===== src/rtl/wash_pkg.sv =====
// ---------------------------------------------------------------------------
// wash_pkg
// Shared definitions for the wash controller and its phase timer.
//   phase_e         : 3-bit phase encoding, also used by the wash FSM
//   DEF_*           : default timing constants for the phase timer
//   next_phase()    : phase that a sampled load strobe moves to
// ---------------------------------------------------------------------------
package wash_pkg;

  typedef enum logic [2:0] {
    PH_IDLE  = 3'd0,
    PH_FILL  = 3'd1,
    PH_WASH  = 3'd2,
    PH_RINSE = 3'd3,
    PH_SPIN  = 3'd4
  } phase_e;

  localparam int DEF_TICKS_PER_SEC = 50_000_000;
  localparam int DEF_SEC_W         = 10;
  localparam int DEF_FILL_SEC      = 120;
  localparam int DEF_WASH_SEC      = 300;
  localparam int DEF_RINSE_SEC     = 120;
  localparam int DEF_SPIN_SEC      = 60;

  // Phase sequence on a load strobe. RINSE either loops back to WASH for a
  // second wash or moves on to SPIN. SPIN leaves by itself, so a strobe there
  // keeps the phase unchanged.
  function automatic phase_e next_phase(input phase_e cur, input logic dbl);
    phase_e nxt;
    nxt = cur;
    case (cur)
      PH_IDLE:  nxt = PH_FILL;
      PH_FILL:  nxt = PH_WASH;
      PH_WASH:  nxt = PH_RINSE;
      PH_RINSE: nxt = dbl ? PH_WASH : PH_SPIN;
      default:  nxt = cur;
    endcase
    return nxt;
  endfunction

endpackage


===== src/rtl/wash_phase_timer_if.sv =====
// ---------------------------------------------------------------------------
// wash_phase_timer_if
// Handshake between the wash FSM (master) and the phase timer (slave).
//   state_time    : FSM -> timer, load strobe / advance phase
//   double_time   : FSM -> timer, in RINSE selects WASH instead of SPIN
//   pause         : FSM -> timer, freeze countdown (WASH_TIMER_PAUSE_EN only)
//   timer_finish  : timer -> FSM, one-cycle expiry pulse
//   phase         : timer -> FSM, current phase
//   remaining_sec : timer -> FSM, seconds left in the phase
//   busy          : timer -> FSM, phase != IDLE
//   proto_err     : timer -> FSM, sticky protocol violation flag
// ---------------------------------------------------------------------------
interface wash_phase_timer_if #(
  parameter int SEC_W = wash_pkg::DEF_SEC_W
) ();

  logic             state_time;
  logic             double_time;
  logic             timer_finish;
  logic [2:0]       phase;
  logic [SEC_W-1:0] remaining_sec;
  logic             busy;
  logic             proto_err;

`ifdef WASH_TIMER_PAUSE_EN
  logic             pause;

  modport master (
    output state_time, double_time, pause,
    input  timer_finish, phase, remaining_sec, busy, proto_err
  );

  modport slave (
    input  state_time, double_time, pause,
    output timer_finish, phase, remaining_sec, busy, proto_err
  );
`else
  modport master (
    output state_time, double_time,
    input  timer_finish, phase, remaining_sec, busy, proto_err
  );

  modport slave (
    input  state_time, double_time,
    output timer_finish, phase, remaining_sec, busy, proto_err
  );
`endif

endinterface


===== src/rtl/wash_phase_timer_sec_tick_gen.sv =====
// ---------------------------------------------------------------------------
// sec_tick_gen
// Prescaler that divides clk_fsm down to a one-per-second tick.
//   clk_fsm : clock
//   rst_n   : asynchronous active-low reset
//   clear   : restart the second from zero (has priority over enable)
//   enable  : advance the prescaler this cycle
//   tick    : high in the cycle whose edge completes a second
// ---------------------------------------------------------------------------
module sec_tick_gen #(
  parameter int TICKS_PER_SEC = 50_000_000,
  localparam int CNT_W = (TICKS_PER_SEC > 1) ? $clog2(TICKS_PER_SEC) : 1
) (
  input  logic clk_fsm,
  input  logic rst_n,
  input  logic clear,
  input  logic enable,
  output logic tick
);

  localparam logic [CNT_W-1:0] LAST = CNT_W'(TICKS_PER_SEC - 1);

  logic [CNT_W-1:0] count;

  // The tick is combinational so the seconds counter updates on the very edge
  // at which the prescaler wraps.
  assign tick = enable && !clear && (count == LAST);

  // Prescaler: cleared on a phase load, otherwise counts 0..TICKS_PER_SEC-1
  // while enabled and holds when disabled.
  always_ff @(posedge clk_fsm or negedge rst_n) begin
    if (!rst_n) begin
      count <= '0;
    end else if (clear) begin
      count <= '0;
    end else if (enable) begin
      if (count == LAST) begin
        count <= '0;
      end else begin
        count <= count + 1'b1;
      end
    end
  end

endmodule


===== src/rtl/wash_phase_timer.sv =====
// ---------------------------------------------------------------------------
// wash_phase_timer
// Timer end of the wash controller handshake. Tracks the active wash phase,
// counts that phase's duration in seconds and returns a one-cycle
// timer_finish pulse when the count expires.
//   clk_fsm : clock shared with the wash FSM
//   rst_n   : asynchronous active-low reset
//   tmr     : wash_phase_timer_if.slave (strobes in, status out)
// Optional feature macro: WASH_TIMER_PAUSE_EN adds the pause input that
// freezes the countdown.
// All outputs are registered.
// ---------------------------------------------------------------------------
module wash_phase_timer
  import wash_pkg::*;
#(
  parameter int TICKS_PER_SEC = DEF_TICKS_PER_SEC,
  parameter int SEC_W         = DEF_SEC_W,
  parameter int FILL_SEC      = DEF_FILL_SEC,
  parameter int WASH_SEC      = DEF_WASH_SEC,
  parameter int RINSE_SEC     = DEF_RINSE_SEC,
  parameter int SPIN_SEC      = DEF_SPIN_SEC
) (
  input  logic             clk_fsm,
  input  logic             rst_n,
  wash_phase_timer_if.slave tmr
);

  // A zero duration would never produce a finish pulse, so it becomes 1 s.
  localparam logic [SEC_W-1:0] FILL_LD  = (FILL_SEC  == 0) ? SEC_W'(1) : SEC_W'(FILL_SEC);
  localparam logic [SEC_W-1:0] WASH_LD  = (WASH_SEC  == 0) ? SEC_W'(1) : SEC_W'(WASH_SEC);
  localparam logic [SEC_W-1:0] RINSE_LD = (RINSE_SEC == 0) ? SEC_W'(1) : SEC_W'(RINSE_SEC);
  localparam logic [SEC_W-1:0] SPIN_LD  = (SPIN_SEC  == 0) ? SEC_W'(1) : SEC_W'(SPIN_SEC);

  function automatic logic [SEC_W-1:0] load_value(input phase_e p);
    logic [SEC_W-1:0] v;
    v = '0;
    case (p)
      PH_FILL:  v = FILL_LD;
      PH_WASH:  v = WASH_LD;
      PH_RINSE: v = RINSE_LD;
      PH_SPIN:  v = SPIN_LD;
      default:  v = '0;
    endcase
    return v;
  endfunction

  phase_e           phase_q;
  logic [SEC_W-1:0] remaining_q;
  logic             finish_q;
  logic             busy_q;
  logic             err_q;

  phase_e           phase_tgt;
  logic             advance;
  logic             violation;
  logic             pause_act;
  logic             count_en;
  logic             tick;

`ifdef WASH_TIMER_PAUSE_EN
  assign pause_act = tmr.pause;
`else
  assign pause_act = 1'b0;
`endif

  // Strobe decode. SPIN ignores strobes because it returns to IDLE by itself.
  // A strobe while seconds remain is still honoured but flagged, as is any
  // double_time that does not accompany a strobe in RINSE.
  always_comb begin
    phase_tgt = next_phase(phase_q, tmr.double_time);
    advance   = tmr.state_time && (phase_q != PH_SPIN);
    violation = (tmr.state_time && ((remaining_q != '0) || (phase_q == PH_SPIN))) ||
                (tmr.double_time && (!tmr.state_time || (phase_q != PH_RINSE)));
  end

  // The prescaler only runs while there is time left to count down.
  assign count_en = (remaining_q != '0) && !pause_act;

  sec_tick_gen #(
    .TICKS_PER_SEC (TICKS_PER_SEC)
  ) u_sec_tick_gen (
    .clk_fsm (clk_fsm),
    .rst_n   (rst_n),
    .clear   (advance),
    .enable  (count_en),
    .tick    (tick)
  );

  // Phase FSM and seconds counter. A load has priority over everything, so a
  // strobe in the finish cycle reloads cleanly. SPIN drops to IDLE on the edge
  // after its finish pulse. timer_finish is a pulse: it is set only on the
  // edge where the count goes 1 -> 0 and cleared on every other edge.
  always_ff @(posedge clk_fsm or negedge rst_n) begin
    if (!rst_n) begin
      phase_q     <= PH_IDLE;
      remaining_q <= '0;
      finish_q    <= 1'b0;
      busy_q      <= 1'b0;
      err_q       <= 1'b0;
    end else begin
      finish_q <= 1'b0;
      if (violation) begin
        err_q <= 1'b1;
      end
      if (advance) begin
        phase_q     <= phase_tgt;
        remaining_q <= load_value(phase_tgt);
        busy_q      <= 1'b1;
      end else if ((phase_q == PH_SPIN) && finish_q) begin
        phase_q     <= PH_IDLE;
        remaining_q <= '0;
        busy_q      <= 1'b0;
      end else if (tick) begin
        remaining_q <= remaining_q - 1'b1;
        if (remaining_q == SEC_W'(1)) begin
          finish_q <= 1'b1;
        end
      end
    end
  end

  assign tmr.phase         = phase_q;
  assign tmr.remaining_sec = remaining_q;
  assign tmr.timer_finish  = finish_q;
  assign tmr.busy          = busy_q;
  assign tmr.proto_err     = err_q;

endmodule


===== src/flat_wrapper.sv =====
// flat-port wrapper written by rule: the top's interface ports become plain ports
module wash_phase_timer_flat import wash_pkg::*;
#(
  parameter int TICKS_PER_SEC = DEF_TICKS_PER_SEC,
  parameter int SEC_W         = DEF_SEC_W,
  parameter int FILL_SEC      = DEF_FILL_SEC,
  parameter int WASH_SEC      = DEF_WASH_SEC,
  parameter int RINSE_SEC     = DEF_RINSE_SEC,
  parameter int SPIN_SEC      = DEF_SPIN_SEC
)
  (clk_fsm, rst_n, tmr_state_time, tmr_double_time, tmr_timer_finish, tmr_phase, tmr_remaining_sec, tmr_busy, tmr_proto_err);
  wash_phase_timer_if #(.SEC_W(SEC_W)) tmr_i ();
  input  logic clk_fsm;
  input  logic rst_n;
  input wire logic [$bits(tmr_i.state_time)-1:0] tmr_state_time;
  input wire logic [$bits(tmr_i.double_time)-1:0] tmr_double_time;
  output wire logic [$bits(tmr_i.timer_finish)-1:0] tmr_timer_finish;
  output wire logic [$bits(tmr_i.phase)-1:0] tmr_phase;
  output wire logic [$bits(tmr_i.remaining_sec)-1:0] tmr_remaining_sec;
  output wire logic [$bits(tmr_i.busy)-1:0] tmr_busy;
  output wire logic [$bits(tmr_i.proto_err)-1:0] tmr_proto_err;
  assign tmr_i.state_time = tmr_state_time;
  assign tmr_i.double_time = tmr_double_time;
  assign tmr_timer_finish = tmr_i.timer_finish;
  assign tmr_phase = tmr_i.phase;
  assign tmr_remaining_sec = tmr_i.remaining_sec;
  assign tmr_busy = tmr_i.busy;
  assign tmr_proto_err = tmr_i.proto_err;
  wash_phase_timer #(.TICKS_PER_SEC(TICKS_PER_SEC), .SEC_W(SEC_W), .FILL_SEC(FILL_SEC), .WASH_SEC(WASH_SEC), .RINSE_SEC(RINSE_SEC), .SPIN_SEC(SPIN_SEC)) u_core (.clk_fsm(clk_fsm), .rst_n(rst_n), .tmr(tmr_i));
endmodule

===== config.mk =====
export PLATFORM = sky130hd
export DESIGN_NAME = wash_phase_timer_flat
export DESIGN_NICKNAME = d
export VERILOG_FILES = /design/src/rtl/wash_pkg.sv /design/src/rtl/wash_phase_timer_if.sv /design/src/rtl/wash_phase_timer_sec_tick_gen.sv /design/src/rtl/wash_phase_timer.sv /design/src/flat_wrapper.sv
export SDC_FILE = /design/constraint.sdc
export NUM_CORES = 1
export LEC_CHECK = 0
export BUFFER_PORTS_ARGS = -buffer_cell sky130_fd_sc_hd__buf_2
export CAP_MARGIN = 10
export CORE_ASPECT_RATIO = 1.5
export CORE_UTILIZATION = 40
export CTS_CLUSTER_DIAMETER = 150
export DETAILED_ROUTE_END_ITERATION = 8
export HOLD_SLACK_MARGIN = 0.1
export SKIP_CTS_REPAIR_TIMING = 1
export SYNTH_ARGS = -nofsm -noshare
export SYNTH_HDL_FRONTEND = slang
export SYNTH_SLANG_ARGS = --single-unit

===== constraint.sdc =====
create_clock -name clk_fsm -period 3 [get_ports clk_fsm]
set_input_delay 0.3 -clock clk_fsm [delete_from_list [all_inputs] [get_ports clk_fsm]]
set_output_delay 0.3 -clock clk_fsm [all_outputs]
set_load 0.005 [all_outputs]

Word level (Yosys, flattened, before mapping)
Cells that the tools add are included.

word-level totals
  register bits = 42
  latch bits = 0
  RAM bits = 0
  bits in read-only memories = 0
  input bits = 4
  output and inout port bits = 16
  logic and storage cells = 54
  memories = 0

cells by class
  add/sub/neg operators = 2
  $mul = 0
  div/mod/pow operators = 0
  order comparisons = 0
  eq/ne operators = 12
  shifts and indexed selects = 0
  mux-type cells = 17
  bitwise operators = 0
  reductions and logical operators = 17

operators by type and width
  cell                                                count
  2-to-1 mux 26 bit                                   3
  2-to-1 mux 10 bit                                   3
  case mux 9 bit (3 select lines)                     1
  adder 26 x 1 -> 26 bit, second input constant       1
  == test 26 bit, second input constant               1
  == test 3 x 2 -> 1 bit, second input constant       4
  case mux 3 bit (4 select lines)                     1
  == test 10 x 1 -> 1 bit, second input constant      1
  nonzero test 10 bit                                 1
  subtractor 10 x 1 -> 10 bit, second input constant  1
  2-to-1 mux 3 bit                                    3
  == test 3 x 1 -> 1 bit, second input constant       2
  == test 3 bit, second input constant                2
  logical AND 1 bit                                   6
  2-to-1 mux 1 bit                                    6
  nonzero test 2 bit                                  2
  zero test 3 bit                                     1
  logical OR 1 bit                                    3
  != test 3 x 2 -> 1 bit, second input constant       1
  != test 3 bit, second input constant                1
  nonzero test 3 bit                                  1
  zero test 1 bit                                     2
  OR reduction 2 bit                                  1

Longest topological paths before layout
  depth in word-level cells = 8
  mapped depth = 7

Hierarchy
Synthesis repeated with hierarchy kept, for this count alone.

unflattened totals
  cell total of the unflattened synthesis = 277
  area, all modules = 2529.9 um^2

by module, submodules not included
  module            instances  cells each  area an instance (um^2)  seq. area each (um^2)
  sec_tick_gen      1          195         1667.8                   650.6
  wash_phase_timer  1          82          862.1                    400.4

Worst setup path after synthesis
OpenSTA, ideal clock, no wires.

  path type = reg2reg
  start point = register u_core.u_sec_tick_gen.count[0]
  end point = register u_core.remaining_q[7], in the netlist u_core.tmr.remaining_sec[7]
  library setup time = 78 ps
  data arrival time = 2153 ps
  required time = 2922 ps
  slack = 769 ps
  cell stages (with the launch flop) = 7
  path buffers = 0
  cell sequence = dfrtp_1 -> ha_1 -> nand4_1 -> nor4_1 -> nand4_2 -> or4_1 -> a21oi_1

on the way
  cells in the longest elaborated chain, start to end = 3

ends and longest elaborated chain
  what                          RTL line                             source
  from (decl)                   wash_phase_timer_sec_tick_gen.sv:23  logic [CNT_W-1:0] count;
  from (signal assigned)        wash_phase_timer_sec_tick_gen.sv:40  count <= count + 1'b1;
  == test 26 bit                wash_phase_timer_sec_tick_gen.sv:27  assign tick = enable && !clear && (count == LAST);
  logical AND 1 bit             wash_phase_timer_sec_tick_gen.sv:27
  nonzero test 3 bit (no line)  n/a
  to (signal assigned)          wash_phase_timer.sv:107              remaining_q <= load_value(phase_tgt);
  to (signal assigned)          wash_phase_timer.sv:114              remaining_q <= remaining_q - 1'b1;
  to (decl)                     wash_phase_timer.sv:48               logic [SEC_W-1:0] remaining_q;

No other way between the ends.
A chain may end at the register's enable or synchronous reset.

Worst setup path after layout
  start point = register u_core.u_sec_tick_gen.count[16]
  end point = register u_core.remaining_q[7], in the netlist u_core.tmr.remaining_sec[7]

Same word-level chain as after synthesis.

==> qor.yml <==
grt_pass1_wl_um: 11400
clock_sinks: 42
ys_async_sr_fraction: 1.00
layout-drive-gt1-share: 0.144
maxCapViolCount: 0
synth-compound-area-share: 0.167
die_area_um2: 6630
pwr-share-clk: 0.266
rows: 35
powerDensity_nw_per_um2: 616
cts_buffers: 5
period_minus_slack_ps: 2570
skew_ps: 8.11
seq_power_share: 0.422
dr_total_vias: 2308
globalplace.congestion: 0.845
p_comb_frac: 0.312
synth_top_family_by_area: "simple AND/OR/NAND/NOR gates"
dp_slack_ps: 446
yosysWarnings: 0
synth_fa_ha_area_frac: 0.0199
required_ps: 3230
dieHeight_um: 99.2
drt-total-wl_um: 6730
area_growth_pct: 13.4
cts_root_buffer: "clkbuf_8"
ys_types: 54
insertion_delay_ps: 300
grt_setup_unrepaired: "no"
whs_ps: 154
setup_tns_ps: 0
synth-edff-count: 0
start_util: 0.411
n_antenna_cell: 0
switchingPower_uw: 631
ys_ff_latch: 42
cts_max_level: 2
hp-class: "in2async"
via_per_inst: 5.98
nets: 320
drtIter0Drc: 104
numPortBuffers: 19
start_kind: "register"
fin_area_um2: 2860
slowest_stage: "or4_1"
pin_count: 20
drtPass1Iterations: 4
netlist_instances: 286
hold_viol: 0
clk_pin_slew_ps: 80
critPathMaxFanout: 15
fmax_mhz: 389
core-area_um2: 6130
crit_path_end_kind: "register"
ant_nets: 0
syn_area_per_cell_um2: 8.82
post_drt_wl_per_cell_um: 17.4
antenna_found_initial: 0
relSlewSlack: 0.349
r2r_start: "u_core.u_sec_tick_gen.count[16]"
finalCritPeriodShare: 0.856
track_usage: 0.230
max_stage_delay_ps: 580
drc: 0
cts_buffer_depth: 2
fin_ws_ps: 432
power.leakage_uw: 0.00119
swShare: 0.358
seq_area_frac_synth: 0.417
synth_simple_gate_area_frac: 0.331
setup_viol: 0
ys.flop_type: "dfrtp_1"
hpwl_um: 4900
syn-num-nets: 294
cts_tree: "done"
synth_area_um2: 2520
internal_power_uw: 1130
grt_max_degree: 43
synthXorXnorAreaFrac: 0.0347
critPathBufInv: 0
crit_chain: "or4b_4 -> nor4_4 -> nand4_2 -> or4_1 -> a21oi_1"
overflow: 0
ir_drop_mv: 0.352
grt_pass1_vias: 2280
path_class: "reg2reg"
critical_path.startpoint: "u_core.u_sec_tick_gen.count[16]"
placed_cell_area_um2: 2750
cp.arrival_ps: 2800
fp.dieW_um: 66.8
status: "completed"
worst_slew_pin_slew_ps: 976
critical_path.top_delay_family: "simple AND/OR/NAND/NOR gates"
muxShareOfSynthArea: 0.00397
drv_slew: 0
routing by layer:
metal	GRT usage	vias up	share of wire
met4	0.110	0	0.035
met3	0.0401	18	0.025
met5	0	-	0
met1	0.269	1119	0.41
li1	-	1121	-
met2	0.396	50	0.53
flip-flops by register name (all words and copies together), names as in the netlist:
register and flops:
u_core.tmr.proto_err 1, u_core.tmr.timer_finish 1, u_core.tmr.busy 1, u_core.u_sec_tick_gen.count 26
u_core.tmr.remaining_sec 10, u_core.tmr.phase 3
per-stage QoR:
step	util	std cells	total power, µW
after CTS	0.467	386	1780
after floorplan	-	286	1070
after detailed placement	0.448	379	1310
after global placement	0.448	379	1300
final	0.467	386	1760
after global routing	0.467	386	1870
cells in the final DEF (no fill, tap or decap), drive strengths merged, types with 2 or more instances in the layout:
cell,netlist,layout
clkbuf,9,6
xnor2,2,2
or4,3,3
nor2b,3,3
nand4,17,17
or3,7,7
ha,4,4
xor2,8,8
o2bb2ai,2,2
o32ai,2,2
nor3b,3,3
and2,5,5
inv,6,6
a31oi,5,5
dfrtp,42,42
nand2b,3,3
nor4,10,10
nor4b,2,2
a211oi,2,2
and3,7,7
nand2,25,25
o21ai,15,15
a32o,6,6
nand3,12,12
a21oi,17,17
nor2,31,31
nor3,11,11
a2bb2oi,2,2
or4b,2,2
buf,2,30
o31ai,2,2
nand4b,2,2
cells in the mapped netlist (all sizes together), types with 2 or more instances:
cell type	count	area [µm²]
a211oi	2	15.0
a21oi	17	85.1
a2bb2oi	2	17.5
a31oi	5	31.3
a32o	6	60.1
and2	5	31.3
and3	7	43.8
buf	2	10.0
clkbuf	9	33.8
dfrtp	42	1050
ha	4	50.1
inv	6	22.5
nand2	25	93.8
nand2b	3	18.8
nand3	12	60.1
nand4	17	113
nand4b	2	17.5
nor2	31	116
nor2b	3	18.8
nor3	11	55.1
nor3b	3	22.5
nor4	10	83.8
nor4b	2	17.5
o21ai	15	75.1
o2bb2ai	2	17.5
o31ai	2	15.0
o32ai	2	17.5
or3	7	43.8
or4	3	22.5
or4b	2	23.8
xnor2	2	17.5
xor2	8	70.1
power groups by stage:
stage / logic (µW) / registers (µW) / clock network, µW
finish: 549 / 744 / 468
CTS: 555 / 743 / 480
floorplan: 354 / 719 / 0
global route: 612 / 762 / 498
detailed placement: 555 / 752 / 0
global placement: 553 / 749 / 0
cells by family (layout without fill, tap and decap cells):
family | after synthesis | in the layout
mux | 1 | 1
xor+xnor | 10 | 10
flops | 42 | 42
simple gates | 149 | 149
buf+inv | 17 | 43
compound gates | 63 | 63
fa+ha+maj | 4 | 4
area by class of cell:
type	instances	area [µm²]
Multi-Input combinational cell	227	1400
Inverter	6	22.5
Timing Repair Buffer	30	178
Sequential cell	42	1050
Clock inverter	1	30.0
Clock buffer	6	82.6
Tap cell	74	92.6
Fill cell	621	3270
path summary, 6_finish.rpt:
check                      slack [ps]                              end  cells after the start
min                               150  u_core.u_sec_tick_gen.count[14]                      1
max reg2reg                       430      u_core.tmr.remaining_sec[7]                      5
max in group asynchronous        2240   u_core.u_sec_tick_gen.count[6]                      1
min in group clk_fsm              240             u_core.tmr.proto_err                      2
min reg2reg                       490             u_core.tmr.proto_err                      1
max                               430      u_core.tmr.remaining_sec[7]                      5
Note: power is estimated with default switching activity, not from simulation.
